## config.mk

```make
export PLATFORM = sky130hd
export DESIGN_NAME = key_input
export DESIGN_NICKNAME = d
export VERILOG_FILES = /design/src/rtl/key_input.sv
export SDC_FILE = /design/constraint.sdc
export NUM_CORES = 1
export LEC_CHECK = 0
export BUFFER_PORTS_ARGS = -buffer_cell sky130_fd_sc_hd__buf_2
export CAP_MARGIN = 0
export CORE_MARGIN = 2
export CORE_UTILIZATION = 55
export CTS_CLUSTER_DIAMETER = 120
export CTS_CLUSTER_SIZE = 8
export DETAILED_ROUTE_END_ITERATION = 8
export PLACE_DENSITY = 0.75
export SLEW_MARGIN = 20
export SYNTH_ARGS = -nofsm -noshare
export SYNTH_HDL_FRONTEND = slang
export SYNTH_SLANG_ARGS = --single-unit
```

## constraint.sdc

```tcl
create_clock -name clk -period 3.3 [get_ports clk]
set_input_delay 0.66 -clock clk [delete_from_list [all_inputs] [get_ports clk]]
set_output_delay 0.66 -clock clk [all_outputs]
set_load 0.02 [all_outputs]
```

## src/rtl/key_input.sv

```systemverilog
// key_input: synchronises and debounces the up/down/start buttons and turns held
// up/down keys into rate-limited step strobes plus a stretched BEGIN pulse.
// Build option: define KEY_GRAVITY_EN to add the FALL state, which strobes down periodically once started.
//
// state | meaning
// IDLE  | no single direction key held (neither, or both)
// UP    | only up held; up_key_press every STEP_CYC cycles
// DOWN  | only down held; down_key_press every STEP_CYC cycles
// FALL  | (KEY_GRAVITY_EN) started, no key held; down_key_press every FALL_CYC cycles
module key_input #(
  parameter int DEB_CYC    = 1_000_000,
  parameter int STEP_CYC   = 200_000,
  parameter int FALL_CYC   = 400_000,
  parameter int START_HOLD = 8
) (
  input  logic       clk,
  input  logic       reset,
  input  logic       key_up,
  input  logic       key_down,
  input  logic       key_start,
  output logic       up_key_press,
  output logic       down_key_press,
  output logic       BEGIN,
  output logic [2:0] key_state
);

  localparam logic [23:0] DEB_TC  = 24'(DEB_CYC - 1);
  localparam logic [23:0] STEP_TC = 24'(STEP_CYC - 1);
  localparam logic [23:0] HOLD_LD = 24'(START_HOLD);

  if (DEB_CYC < 1 || STEP_CYC < 1 || FALL_CYC < 1 || START_HOLD < 4 ||
      DEB_CYC >= 2**24 || STEP_CYC >= 2**24 || FALL_CYC >= 2**24 ||
      START_HOLD >= 2**24) begin : g_param_check
    $error("key_input: cycle parameter out of range");
  end

`ifdef KEY_GRAVITY_EN
  localparam logic [23:0] FALL_TC = 24'(FALL_CYC - 1);
  typedef enum logic [1:0] {IDLE, UP, DOWN, FALL} step_state_t;
`else
  typedef enum logic [1:0] {IDLE, UP, DOWN} step_state_t;
`endif

  logic [2:0]  sync_a;
  logic [2:0]  sync_b;
  logic [2:0]  deb;
  logic [23:0] deb_cnt [3];

  logic        start_q;
  logic        start_rise;
  logic [23:0] hold_cnt;

  step_state_t state, state_nxt;
  logic [23:0] step_cnt, step_cnt_nxt;
  logic        up_nxt;
  logic        down_nxt;

`ifdef KEY_GRAVITY_EN
  logic        started;
`endif

  assign key_state  = deb;
  assign BEGIN      = (hold_cnt != 24'd0);
  assign start_rise = deb[2] & ~start_q;

  // bit order {start, down, up} matches key_state
  always_ff @(posedge clk or negedge reset) begin
    if (!reset) begin
      sync_a <= '0;
      sync_b <= '0;
      deb    <= '0;
      for (int i = 0; i < 3; i++) deb_cnt[i] <= '0;
    end else begin
      sync_a <= {key_start, key_down, key_up};
      sync_b <= sync_a;
      for (int i = 0; i < 3; i++) begin
        if (sync_b[i] == deb[i]) begin
          deb_cnt[i] <= '0;
        end else if (deb_cnt[i] == DEB_TC) begin
          deb[i]     <= sync_b[i];
          deb_cnt[i] <= '0;
        end else begin
          deb_cnt[i] <= deb_cnt[i] + 24'd1;
        end
      end
    end
  end

  // a rising edge while the pulse is still running does not retrigger it
  always_ff @(posedge clk or negedge reset) begin
    if (!reset) begin
      start_q  <= 1'b0;
      hold_cnt <= '0;
    end else begin
      start_q <= deb[2];
      if (start_rise && hold_cnt == 24'd0) hold_cnt <= HOLD_LD;
      else if (hold_cnt != 24'd0)          hold_cnt <= hold_cnt - 24'd1;
    end
  end

`ifdef KEY_GRAVITY_EN
  always_ff @(posedge clk or negedge reset) begin
    if (!reset)          started <= 1'b0;
    else if (start_rise) started <= 1'b1;
  end
`endif

  always_ff @(posedge clk or negedge reset) begin
    if (!reset) begin
      state          <= IDLE;
      step_cnt       <= '0;
      up_key_press   <= 1'b0;
      down_key_press <= 1'b0;
    end else begin
      state          <= state_nxt;
      step_cnt       <= step_cnt_nxt;
      up_key_press   <= up_nxt;
      down_key_press <= down_nxt;
    end
  end

  always_comb begin
    state_nxt    = IDLE;
    step_cnt_nxt = '0;
    up_nxt       = 1'b0;
    down_nxt     = 1'b0;

    if (deb[0] && !deb[1])      state_nxt = UP;
    else if (deb[1] && !deb[0]) state_nxt = DOWN;
`ifdef KEY_GRAVITY_EN
    else if (!deb[0] && !deb[1] && started) state_nxt = FALL;
`endif

    // entering UP/DOWN strobes at once; entering FALL waits a full period
    if (state_nxt != state) begin
      up_nxt   = (state_nxt == UP);
      down_nxt = (state_nxt == DOWN);
    end else if (state == UP || state == DOWN) begin
      if (step_cnt == STEP_TC) begin
        up_nxt   = (state == UP);
        down_nxt = (state == DOWN);
      end else begin
        step_cnt_nxt = step_cnt + 24'd1;
      end
    end
`ifdef KEY_GRAVITY_EN
    else if (state == FALL) begin
      if (step_cnt == FALL_TC) down_nxt = 1'b1;
      else                     step_cnt_nxt = step_cnt + 24'd1;
    end
`endif
  end

endmodule

```

==> results of run 1 <==
[cells by family (layout without fill, tap and decap cells)]
| logic type | count (synthesis) | after routing | share of synthesized area (%) |
|---|---|---|---|
| AOI/OAI and AO/OA | 15 | 15 | 1.52 |
| xor gates and xnor gates | 109 | 109 | 15.0 |
| adders and majority gates | 9 | 9 | 1.73 |
| buffers and inverters | 33 | 64 | 2.13 |
| DFF | 134 | 134 | 52.8 |
| muxes | 2 | 2 | 0.355 |
| and+or+nand+nor | 334 | 334 | 26.4 |
[layer usage]
layer / part of all wire, % / up-vias / wire, um / track usage (%)
met5: 0 / - / 0 / 0
met4: 1.1 / 0 / 130 / 7.49
met3: 4.0 / 13 / 478 / 6.21
met2: 48 / 78 / 5760 / 34.0
met1: 47 / 2238 / 5540 / 27.6
li1: - / 2207 / - / -
[worst max-delay path, delay by kind of cell, from the launching register on]
| kind | cells | cell delay [ps] |
|---|---|---|
| AND/OR/NAND/NOR | 3 | 1140 |
| buffers and inverters | 3 | 440 |
| flip-flops | 1 | 390 |
[flip-flops by register name, indices dropped and copies added, names as in the netlist]
signal          cells
state               2
sync_a              3
up_key_press        1
start_q             1
down_key_press      1
hold_cnt           24
key_state           3
sync_b              3
deb_cnt            72
step_cnt           24
[power groups by stage]
stage | Clock (mW) | Sequential (mW) | Combinational (mW)
floorplan | 0 | 1.69 | 0.0298
global placement | 0 | 1.70 | 0.0715
detailed placement | 0 | 1.70 | 0.0747
CTS | 1.99 | 1.67 | 0.0757
global route | 2.08 | 1.67 | 0.0844
finish | 1.98 | 1.67 | 0.0721
[per-stage QoR]
stage	worst slack (ps)	hold slack (ps)	cell area (um2)
after floorplan	1050	331	6350
after global placement	765	335	6560
after detailed placement	710	335	6560
after CTS	245	222	7180
after global routing	141	233	7180
final	258	208	7180
[cell type report]
cell class	instances	area (um2)	share of cell area, %
well taps	143	179	2.49
inverters	17	63.8	0.889
clock inverters	14	183	2.54
repair buffers	15	103	1.43
flip-flops and latches	134	3350	46.7
clock buffers	18	439	6.12
multi-input cells	469	2860	39.8
[placed cells by master (no fill, tap or decap), types with 4 or more instances in the layout]
cell type,instances
and4_1,9
nor3_1,24
or4_1,4
xnor2_1,44
inv_1,16
buf_4,5
clkbuf_16,17
nor2_1,131
or2_2,5
nand2_1,35
or3_1,6
and3_1,14
buf_2,9
ha_1,8
xor2_1,65
bufinv_16,4
nor4_1,17
o21ai_0,5
dfrtp_1,134
nand4_1,31
clkinv_2,6
nor4b_1,6
nand3_1,38
[path summary, 6_finish.rpt]
path / from / end / slack, ps / cells past startpoint
setup / recovery: hold_cnt[18] / BEGIN / 260 / 6
max in group asynchronous: reset / step_cnt[8] / 2380 / 2
hold / removal: reset / hold_cnt[2] / 210 / 1
setup reg to reg: step_cnt[14] / step_cnt[22] / 770 / 5
min in group clk: key_down / sync_a[1] / 350 / 1
hold reg to reg: sync_a[0] / sync_b[0] / 350 / 0
==> metrics.md, run 1 <==
| Metric | Value |
|---|---|
| Routability Congestion | 0.768 |
| Min-delay worst type | input pin to asynchronous set/reset pin |
| Clock transition at path regs | 60 ps |
| Layout cells sized above 1 | 9.00% |
| CTS tree | done |
| Leading register cell type out of synthesis | dfrtp_1 |
| Top-count cell post-synth | dfrtp_1 |
| Placed cell count | 778 |
| Sequential fraction of the synthesis area | 52.8% |
| Tot GR Track Use | 21.1% |
| Number of port buffers | 10 |
| Max-slew headroom | 41.5% |
| Area leader, netlist | dfrtp_1 |
| IR drop worst, VDD | 0.411 mV |
| WL/cell | 14.7 um |
| Slew @ Worst Pin | 871 ps |
| Worst EP arrival | 2380 ps |
| CTS buffer count | 17 |
| Worst setup path category | flip-flop to output port |
| Worst-skew pair later-pin latency | 420 ps |
| Pwr/cell area | 517 mW/mm2 |
| Period utilization | 92.2% |
| DRT Wirelength | 11900 um |
| Post-CTS Hold Buffers | 0 |
| Critical Path Start Type | flip-flop |
| Synth cell types | 41 |
| Area of the core | 0.0113 mm2 |
| Vias/cell | 5.60 |
| Sw Ratio | 20.6% |
| Num ports | 11 |
| Synthesized area per cell | 9.98 um2 |
| Rows | 39 |
| Post_cts resized | 0 |
| Post-layout power | 3.72 mW |
| H-tree depth | 4 |
| Largest net degree at the start of global routing | 53 |
| Die Wd | 111 um |
| Synth Warn # | 0 |
| Mapped Nets | 649 |
| DR vias | 4536 |
| Leakage | 3.25 nW |
| Async SR Flop Fraction | 100% |
| Post-CTS Setup Bufs | 0 |
| Final non-filler cell total | 810 |
| Initial DRC Count | 165 |
| Setup crit end kind | output port |
| RSZ-0062 raised after global routing | no |
| Dpl hpwl | 7910 um |
| Worst Clk Skew | 7.76 ps |
| Fill cells | 897 |
| Starting density of the core | 56.1% |
| Yosys reg bits | 134 |
| Max Fclk | 329 MHz |
| Most common library cells after synthesis | 134 x dfrtp_1, 131 x nor2_1, 65 x xor2_1 |
| Post-synth EDFFs | 0 |
| Root Buffer | clkbuf_16 |
| Final setup TNS | 0 ps |
| Grt total ovfl | 0 |
| Reg power frac | 44.9% |
| Die Y | 111 um |
| Hold Fails Final Rpt | 0 |
| Cell area after synthesis | 0.00635 mm2 |
| Final Max Tran Viols | 0 |
| Area contributors post-synth | dfrtp_1 53%, xor2_1 9.0%, nor2_1 7.7% |
| Post-synthesis cell count | 636 |
| Max Cap Viol | 0 |
| Worst Path Max Fanout | 12 |
| Pint | 2.95 mW |
| Status | finished clean |
| Slowest Stage Delay on Critical Path | 590 ps |
| TritonCTS Sinks | 134 |
| Sw Pwr | 0.766 mW |
| Post-layout util | 63.4% |
| Area grow syn2layout | 13.1% |
| N_diodes | 0 |
| Crit path required time | 2640 ps |
| Slowest CP cell | or4_1 |
| Vias in the first global route | 4701 |
| Drc violations | 0 |
| Number of detailed-route iterations in the first pass | 5 |
| Combinational power share | 1.9% |
| Initial antenna violation count | 0 |
| Clk buf depth | 2 |
| Final setup vio count | 0 |
| Net count, final | 667 |
| Cell Chain, Critical Path | or4_1, nand4b_2, nor3_4, buf_4, inv_2, buf_2 |
| ANT nets after route | 0 |
| Die area | 0.0124 mm2 |
| First-pass GRT wire length | 21400 um |
| Clock network power share | 53.2% |
| Share of the synthesized area in the top cell type | 52.8% |
| Min Tclk post-route | 3040 ps |
Note: power is estimated with default switching activity, not from simulation.
==> inputs of run 2 (changes only) <==
--- a/config.mk
+++ b/config.mk
@@ -5,6 +5,7 @@
 export SDC_FILE = /design/constraint.sdc
 export NUM_CORES = 1
 export LEC_CHECK = 0
+export ABC_AREA = 1
 export BUFFER_PORTS_ARGS = -buffer_cell sky130_fd_sc_hd__buf_2
 export CAP_MARGIN = 0
 export CORE_MARGIN = 2
==> run 2 against run 1 <==
Net effect: flip-flop and latch count did not move; critical endpoint unchanged; largest power group unchanged; wire length rose by 32%; sequential power barely moved; power rose by 0.77%.
==> metrics.md, run 2 <==
| Metric | Value |
|---|---|
| Status | finished clean |
| Period utilization | 74.5% (-18 points) |
| Min Tclk post-route | 2460 ps (-582 ps) |
| Root Buffer | clkbuf_16 |
| Hold Fails Final Rpt | 0 (unchanged) |
| Biggest register | deb_cnt |
| Worst Clk Skew | 5.48 ps (-2.28 ps) |
| Post-synth EDFFs | 0 (unchanged) |
| Post-synthesis cell count | 1077 (+69%) |
| Leakage | 3.95 nW (+22%) |
| Max reg flops | 72 (unchanged) |
| Post-CTS Setup Bufs | 0 (unchanged) |
| Biggest regs | deb_cnt: 72 flops, hold_cnt: 24 flops, step_cnt: 24 flops |
| Mapped Nets | 1090 (+68%) |
| Cell area after synthesis | 0.00762 mm2 (+20%) |
| Tot GR Track Use | 23.3% (+2.2 points) |
| Post_cts resized | 0 (unchanged) |
| Setup crit end kind | output port |
| Hold_ws | 229 ps (+20.5 ps) |
| RSZ-0062 raised after global routing | no |
| Grt total ovfl | 0 (unchanged) |
| Sequential fraction of the synthesis area | 44.0% (-8.8 points) |
| Rows | 43 (+10%) |
| Max Cap Viol | 0 (unchanged) |
| CTS buffer count | 17 (unchanged) |
| Synthesized area per cell | 7.08 um2 (-29%) |
| Pwr/cell area | 440 mW/mm2 (-15%) |
| First-pass GRT wire length | 27700 um (+29%) |
| Number of port buffers | 10 (unchanged) |
| Die Wd | 122 um (+9.2%) |
| Most frequent cells in the layout | 278 x nand2_1, 273 x nor2_1, 134 x dfrtp_1 |
| Area grow syn2layout | 11.7% |
| Vias in the first global route | 6288 (+34%) |
| Post-CTS Hold Buffers | 0 (unchanged) |
| H-tree depth | 4 (unchanged) |
| Dpl hpwl | 11100 um (+41%) |
| Vias/cell | 5.02 (-10%) |
| Async SR Flop Fraction | 100% (unchanged) |
| Met1 usage | 30.5% (+2.9 points) |
| DRT Wirelength | 15700 um (+32%) |
| M3 GR Usage | 4.92% (-1.3 points) |
| Initial DRC Count | 516 (+210%) |
| Area leader, netlist | dfrtp_1 |
| CTS tree | done |
| Net count, final | 1113 (+67%) |
| Met2 usage | 38.8% (+4.9 points) |
| Reg2reg setup slack | 1330 ps (+560 ps) |
| Worst-skew pair later-pin latency | 420 ps (about the same) |
| Synth cell types | 33 (-20%) |
| Max Fclk | 407 MHz (+24%) |
| Fill cells | 1211 (+35%) |
| Final setup vio count | 0 (unchanged) |
| Worst Path Max Fanout | 5 (-7) |
| Routability Congestion | 0.882 (+15%) |
| Worst EP arrival | 1800 ps (-580 ps) |
| Drc violations | 0 (unchanged) |
| Most common cell after layout, fill and taps aside | nand2_1 |
| Min-delay worst type | input pin to asynchronous set/reset pin |
| Slew @ Worst Pin | 629 ps (-242 ps) |
| Leading register cell type out of synthesis | dfrtp_1 |
| DR vias | 6485 (+43%) |
| Clk buf depth | 2 (unchanged) |
| Grt peak-use layer | met2 |
| Post-layout util | 62.1% (-1.4 points) |
| Num ports | 11 (unchanged) |
| Number of detailed-route iterations in the first pass | 5 (unchanged) |
| ANT nets after route | 0 (unchanged) |
| Clock transition at path regs | 60 ps (about the same) |
| Critical Path Start Type | flip-flop |
| Yosys reg bits | 134 (unchanged) |
| Area contributors post-synth | dfrtp_1 44%, nand2_1 14%, nor2_1 13% |
| Largest net degree at the start of global routing | 70 (+32%) |
| Max-slew headroom | 58.1% (+17 points) |
| WL/cell | 12.2 um (-17%) |
| Initial antenna violation count | 0 (unchanged) |
| Worst setup path category | flip-flop to output port |
| Area of the core | 0.0137 mm2 (+21%) |
| Die area | 0.0148 mm2 (+19%) |
| TritonCTS Sinks | 134 (unchanged) |
| Synth Warn # | 0 (unchanged) |
| Top-count cell post-synth | nand2_1 |
| Final setup TNS | 0 ps (unchanged) |
| IR drop worst, VDD | 0.398 mV (-3.1%) |
| N_diodes | 0 (unchanged) |
| Most common library cells after synthesis | 278 x nand2_1, 273 x nor2_1, 134 x dfrtp_1 |
| Die Y | 122 um (+9.2%) |
| Layout cells sized above 1 | 6.29% (-2.7 points) |
| Crit path required time | 2640 ps (about the same) |
| Starting density of the core | 55.6% (-0.50 points) |
| Final Max Tran Viols | 0 (unchanged) |
| Share of the synthesized area in the top cell type | 44.0% (-8.8 points) |
==> run 2: cell count changes after synthesis, moves of 11 or more <==
cell / previous run / this run
xor2_1: 65 / 34
inv_1: 16 / 132
nor2_1: 131 / 273
xnor2_1: 44 / 15
nor2_2: 0 / 11
nand3_1: 38 / 91
nand2_1: 35 / 278
nor4_1: 17 / 0
and3_1: 14 / 0
==> run 2: worst paths after layout <==
check | startpoint | endpoint | depth (start not counted)
worst max-delay path | hold_cnt[0] | BEGIN | 8
worst min-delay path | reset | deb_cnt[64] | 1
worst max register to register | hold_cnt[0] | hold_cnt[4] | 9
worst min register to register | sync_a[0] | sync_b[0] | 0
max in group asynchronous | reset | deb_cnt[65] | 2
min in group clk | key_down | sync_a[1] | 1
==> run 2: cell families after synthesis <==
logic type	Yosys count	synth area share, %
fa+ha+maj	8	1.31
xor+xnor	49	5.63
flops	134	44.0
simple gates	718	40.0
buf+inv	143	7.39
compound gates	25	1.72
==> run 2: per-stage QoR <==
stage	setup slack, ps	instance area, um2	std cells	power, mW
final	841	8510	1293	3.74
after floorplan	1350	7620	1077	1.72
after global placement	1350	7880	1261	1.77
after detailed placement	1310	7880	1261	1.77
after CTS	831	8510	1293	3.78
after global routing	687	8510	1293	3.86
==> run 2: per-layer routing <==
metal / vias to the layer above / part of all wire, %
met3: 23 / 3.4
met2: 100 / 47
li1: 3384 / -
met5: - / 0
met1: 2978 / 48
met4: 0 / 1.6
==> run 2: area by class of cell <==
cell class,instances,area (um2),area share [%]
Clock inverter,12,176,2.07
Timing Repair Buffer,12,83.8,0.985
Clock buffer,20,457,5.36
Inverter,135,510,6.00
Sequential cell,134,3350,39.4
Multi-Input combinational cell,800,3710,43.5
Tap cell,180,225,2.65
==> run 2: critical path, cell delays in order, from the launching register on <==
cell,delay (ps)
dfrtp_1,370
inv_1,130
ha_1,200
inv_1,50
nor2_1,130
nand2_1,60
nor2_1,130
nand3_1,120
buf_2,180
==> run 2: power by group <==
part,switching (mW),internal [mW]
combinational,0.0570,0.0165
clock,0.702,1.30
sequential,0.0113,1.66
==> inputs of run 3 (changes only) <==
==> constraint.sdc (replaced) <==
create_clock -name clk -period 2.3 [get_ports clk]
set_input_delay 0.46 -clock clk [delete_from_list [all_inputs] [get_ports clk]]
set_output_delay 0.46 -clock clk [all_outputs]
set_load 0.02 [all_outputs]
==> run 3 against run 2 <==
Net effect: sequential power grew 43%; worst hold slack lost 82 ps; clock skew grew 1.4 ps; sequential share of layout area grew 0.29 points; clock power grew 25%; global-route usage shrank 0.16 points; combinational power grew 51%; die area is the same; flip-flop and latch count is the same; wire length shrank 0.42%; first-iteration DRC count shrank 11%; critical endpoint unchanged; largest cell class unchanged; largest power group unchanged.
==> metrics.md, run 3 (same netlist as run 2, synthesis figures left out) <==
| Metric | Value |
|---|---|
| Root Buffer | clkbuf_16 |
| Period utilization | 94.3% |
| Biggest register | deb_cnt |
| Die Wd | 122 um (unchanged) |
| Hold Crit Endpoint | sync_a[0] |
| Min-delay worst type | input pin to flip-flop |
| R2R Path Start | hold_cnt[0] |
| Status | finished clean |
| DR vias | 6581 (+1.5%) |
| Hold Fails Final Rpt | 0 (unchanged) |
| Pwr/cell area | 590 mW/mm2 (+34%) |
| Initial DRC Count | 458 (-11%) |
| Largest net degree at the start of global routing | 53 (-24%) |
| Net count, final | 1115 (+0.18%) |
| Vias in the first global route | 6260 (-0.45%) |
| Die area | 0.0148 mm2 (unchanged) |
| Setup crit end kind | output port |
| Cell Chain, Critical Path | inv_2, ha_1, inv_1, nor2_1, nand2_1, nor2_2, nand3_1, buf_2 |
| IR drop worst, VDD | 0.483 mV (+21%) |
| Number of detailed-route iterations in the first pass | 6 (+1) |
| First-pass GRT wire length | 27700 um (-0.15%) |
| Max-slew headroom | 65.6% (+7.5 points) |
| Worst Path Max Fanout | 5 (unchanged) |
| WL/cell | 12.1 um (-0.42%) |
| Drc violations | 0 (unchanged) |
| ANT nets after route | 0 (unchanged) |
| Area grow syn2layout | 10.9% |
| H-tree depth | 4 (unchanged) |
| Dpl hpwl | 11400 um (+2.4%) |
| Worst EP arrival | 1710 ps (-90 ps) |
| Worst setup path category | flip-flop to output port |
| Most common cell after layout, fill and taps aside | nand2_1 |
| RSZ-0062 raised after global routing | no |
| Num ports | 11 (unchanged) |
| Slew @ Worst Pin | 515 ps (-114 ps) |
| Worst Clk Skew | 6.86 ps (+1.38 ps) |
| Rows | 43 (unchanged) |
| Slowest CP cell | dfrtp_1 |
| Sw Ratio | 21.4% (+0.84 points) |
| Tot GR Track Use | 23.1% (-0.16 points) |
| Critical Path Start | hold_cnt[0] |
| Pint | 3.92 mW (+32%) |
| Worst-skew pair later-pin latency | 420 ps (about the same) |
| Die Y | 122 um (unchanged) |
| N_diodes | 0 (unchanged) |
| Worst flop-to-flop path endpoint | hold_cnt[4] |
| Routability Congestion | 0.934 (+5.9%) |
| Final Max Tran Viols | 0 (unchanged) |
| Crit path required time | 1840 ps (-800 ps) |
| CTS buffer count | 17 (unchanged) |
| Biggest regs | deb_cnt: 72 flops, hold_cnt: 24 flops, step_cnt: 24 flops |
| Fill cells | 1248 (+3.1%) |
| Reg area | 0.00335 mm2 (unchanged) |
| Sw Pwr | 1.07 mW (+39%) |
| Critical Path Start Type | flip-flop |
| Max reg flops | 72 (unchanged) |
| Post-place setup slack | 385 ps (-921 ps) |
| FF-to-FF path depth | 9 (unchanged) |
| Reg2reg setup slack | 450 ps (-880 ps) |
| Starting density of the core | 55.6% (unchanged) |
| Clock network power share | 49.8% (-3.7 points) |
| Clock transition at path regs | 60 ps (about the same) |
| Grt total ovfl | 0 (unchanged) |
| Hold Path Stages | 1 |
| Final setup vio count | 0 (unchanged) |
| Most frequent cells in the layout | 278 x nand2_1, 272 x nor2_1, 134 x dfrtp_1 |
| Max Cap Viol | 0 (unchanged) |
| Initial antenna violation count | 0 (unchanged) |
| Combinational power share | 2.2% (+0.2 points) |
| Min Tclk post-route | 2170 ps |
| CTS tree | done |
| Layout cells sized above 1 | 6.38% (+0.090 points) |
| Hold_sp | key_up |
| Number of port buffers | 10 (unchanged) |
| Reg power frac | 48.0% (+3.4 points) |
| Final setup TNS | 0 ps (unchanged) |
| Area of the multi-input gates | 0.00371 mm2 (about the same) |
| Vias/cell | 5.09 (+1.5%) |
| DRT Wirelength | 15700 um (-0.42%) |
| Final setup slack of the worst path | 132 ps (-709 ps) |
| Leakage | 3.93 nW (-0.41%) |
| TritonCTS Sinks | 134 (unchanged) |
| Max Fclk | 461 MHz |
| Area of the core | 0.0137 mm2 (unchanged) |
| Slowest Stage Delay on Critical Path | 380 ps (about the same) |
| Clk buf depth | 2 (unchanged) |
[run 3: cell type report]
class | instances | area share [%]
Clock buffer | 20 | 5.40
Sequential cell | 134 | 39.7
Inverter | 135 | 6.04
Multi-Input combinational cell | 800 | 43.9
Clock inverter | 10 | 0.977
Tap cell | 180 | 2.66
Timing Repair Buffer | 14 | 1.35
[run 3: power groups by stage]
| stage | clock network, mW | registers, mW | logic [mW] |
|---|---|---|---|
| after floorplan | 0 | 2.43 | 0.0421 |
| after global placement | 0 | 2.43 | 0.113 |
| after detailed placement | 0 | 2.43 | 0.116 |
| after CTS | 2.53 | 2.39 | 0.117 |
| after global routing | 2.65 | 2.39 | 0.132 |
| final | 2.49 | 2.39 | 0.111 |
[run 3: per-stage QoR]
stage	utilization (%)	cells	power, mW	area (um2)	hold slack (ps)
after global placement	57.6	1262	2.55	7900	334
after global routing	61.6	1293	5.18	8450	136
after floorplan	-	1077	2.47	7620	164
after CTS	61.6	1293	5.04	8450	138
after detailed placement	57.6	1262	2.55	7900	335
final	61.6	1293	4.99	8450	147
[run 3: worst max-delay path by stage]
stage	end	slack (ps)	cells past startpoint
global placement	hold_cnt[4]	470	9
detailed placement	hold_cnt[4]	380	9
floorplan	BEGIN	550	8
global route	BEGIN	8	8
finish	BEGIN	130	8
CTS	BEGIN	70	8
[run 3: repair_timing]
action                                  in CTS  in global routing
setup buffers                                0                  0
endpoints found under the setup margin       0                  1
hold endpoints to repair                    35                  0
gates resized for setup                      0                  2
hold buffers                                 1                  0
[run 3: metal layers]
metal,track usage [%],share of wire (%)
met5,0,0
met2,38.9,48
met1,30.1,48
met4,7.04,1.3
met3,5.10,3.4
[run 3: critical path: cells and delay by family (launching register included)]
kind                       cells  cell delay (ps)
and+or+nand+nor                4              440
DFF                            1              380
buffers and inverters          3              310
adders and majority gates      1              160
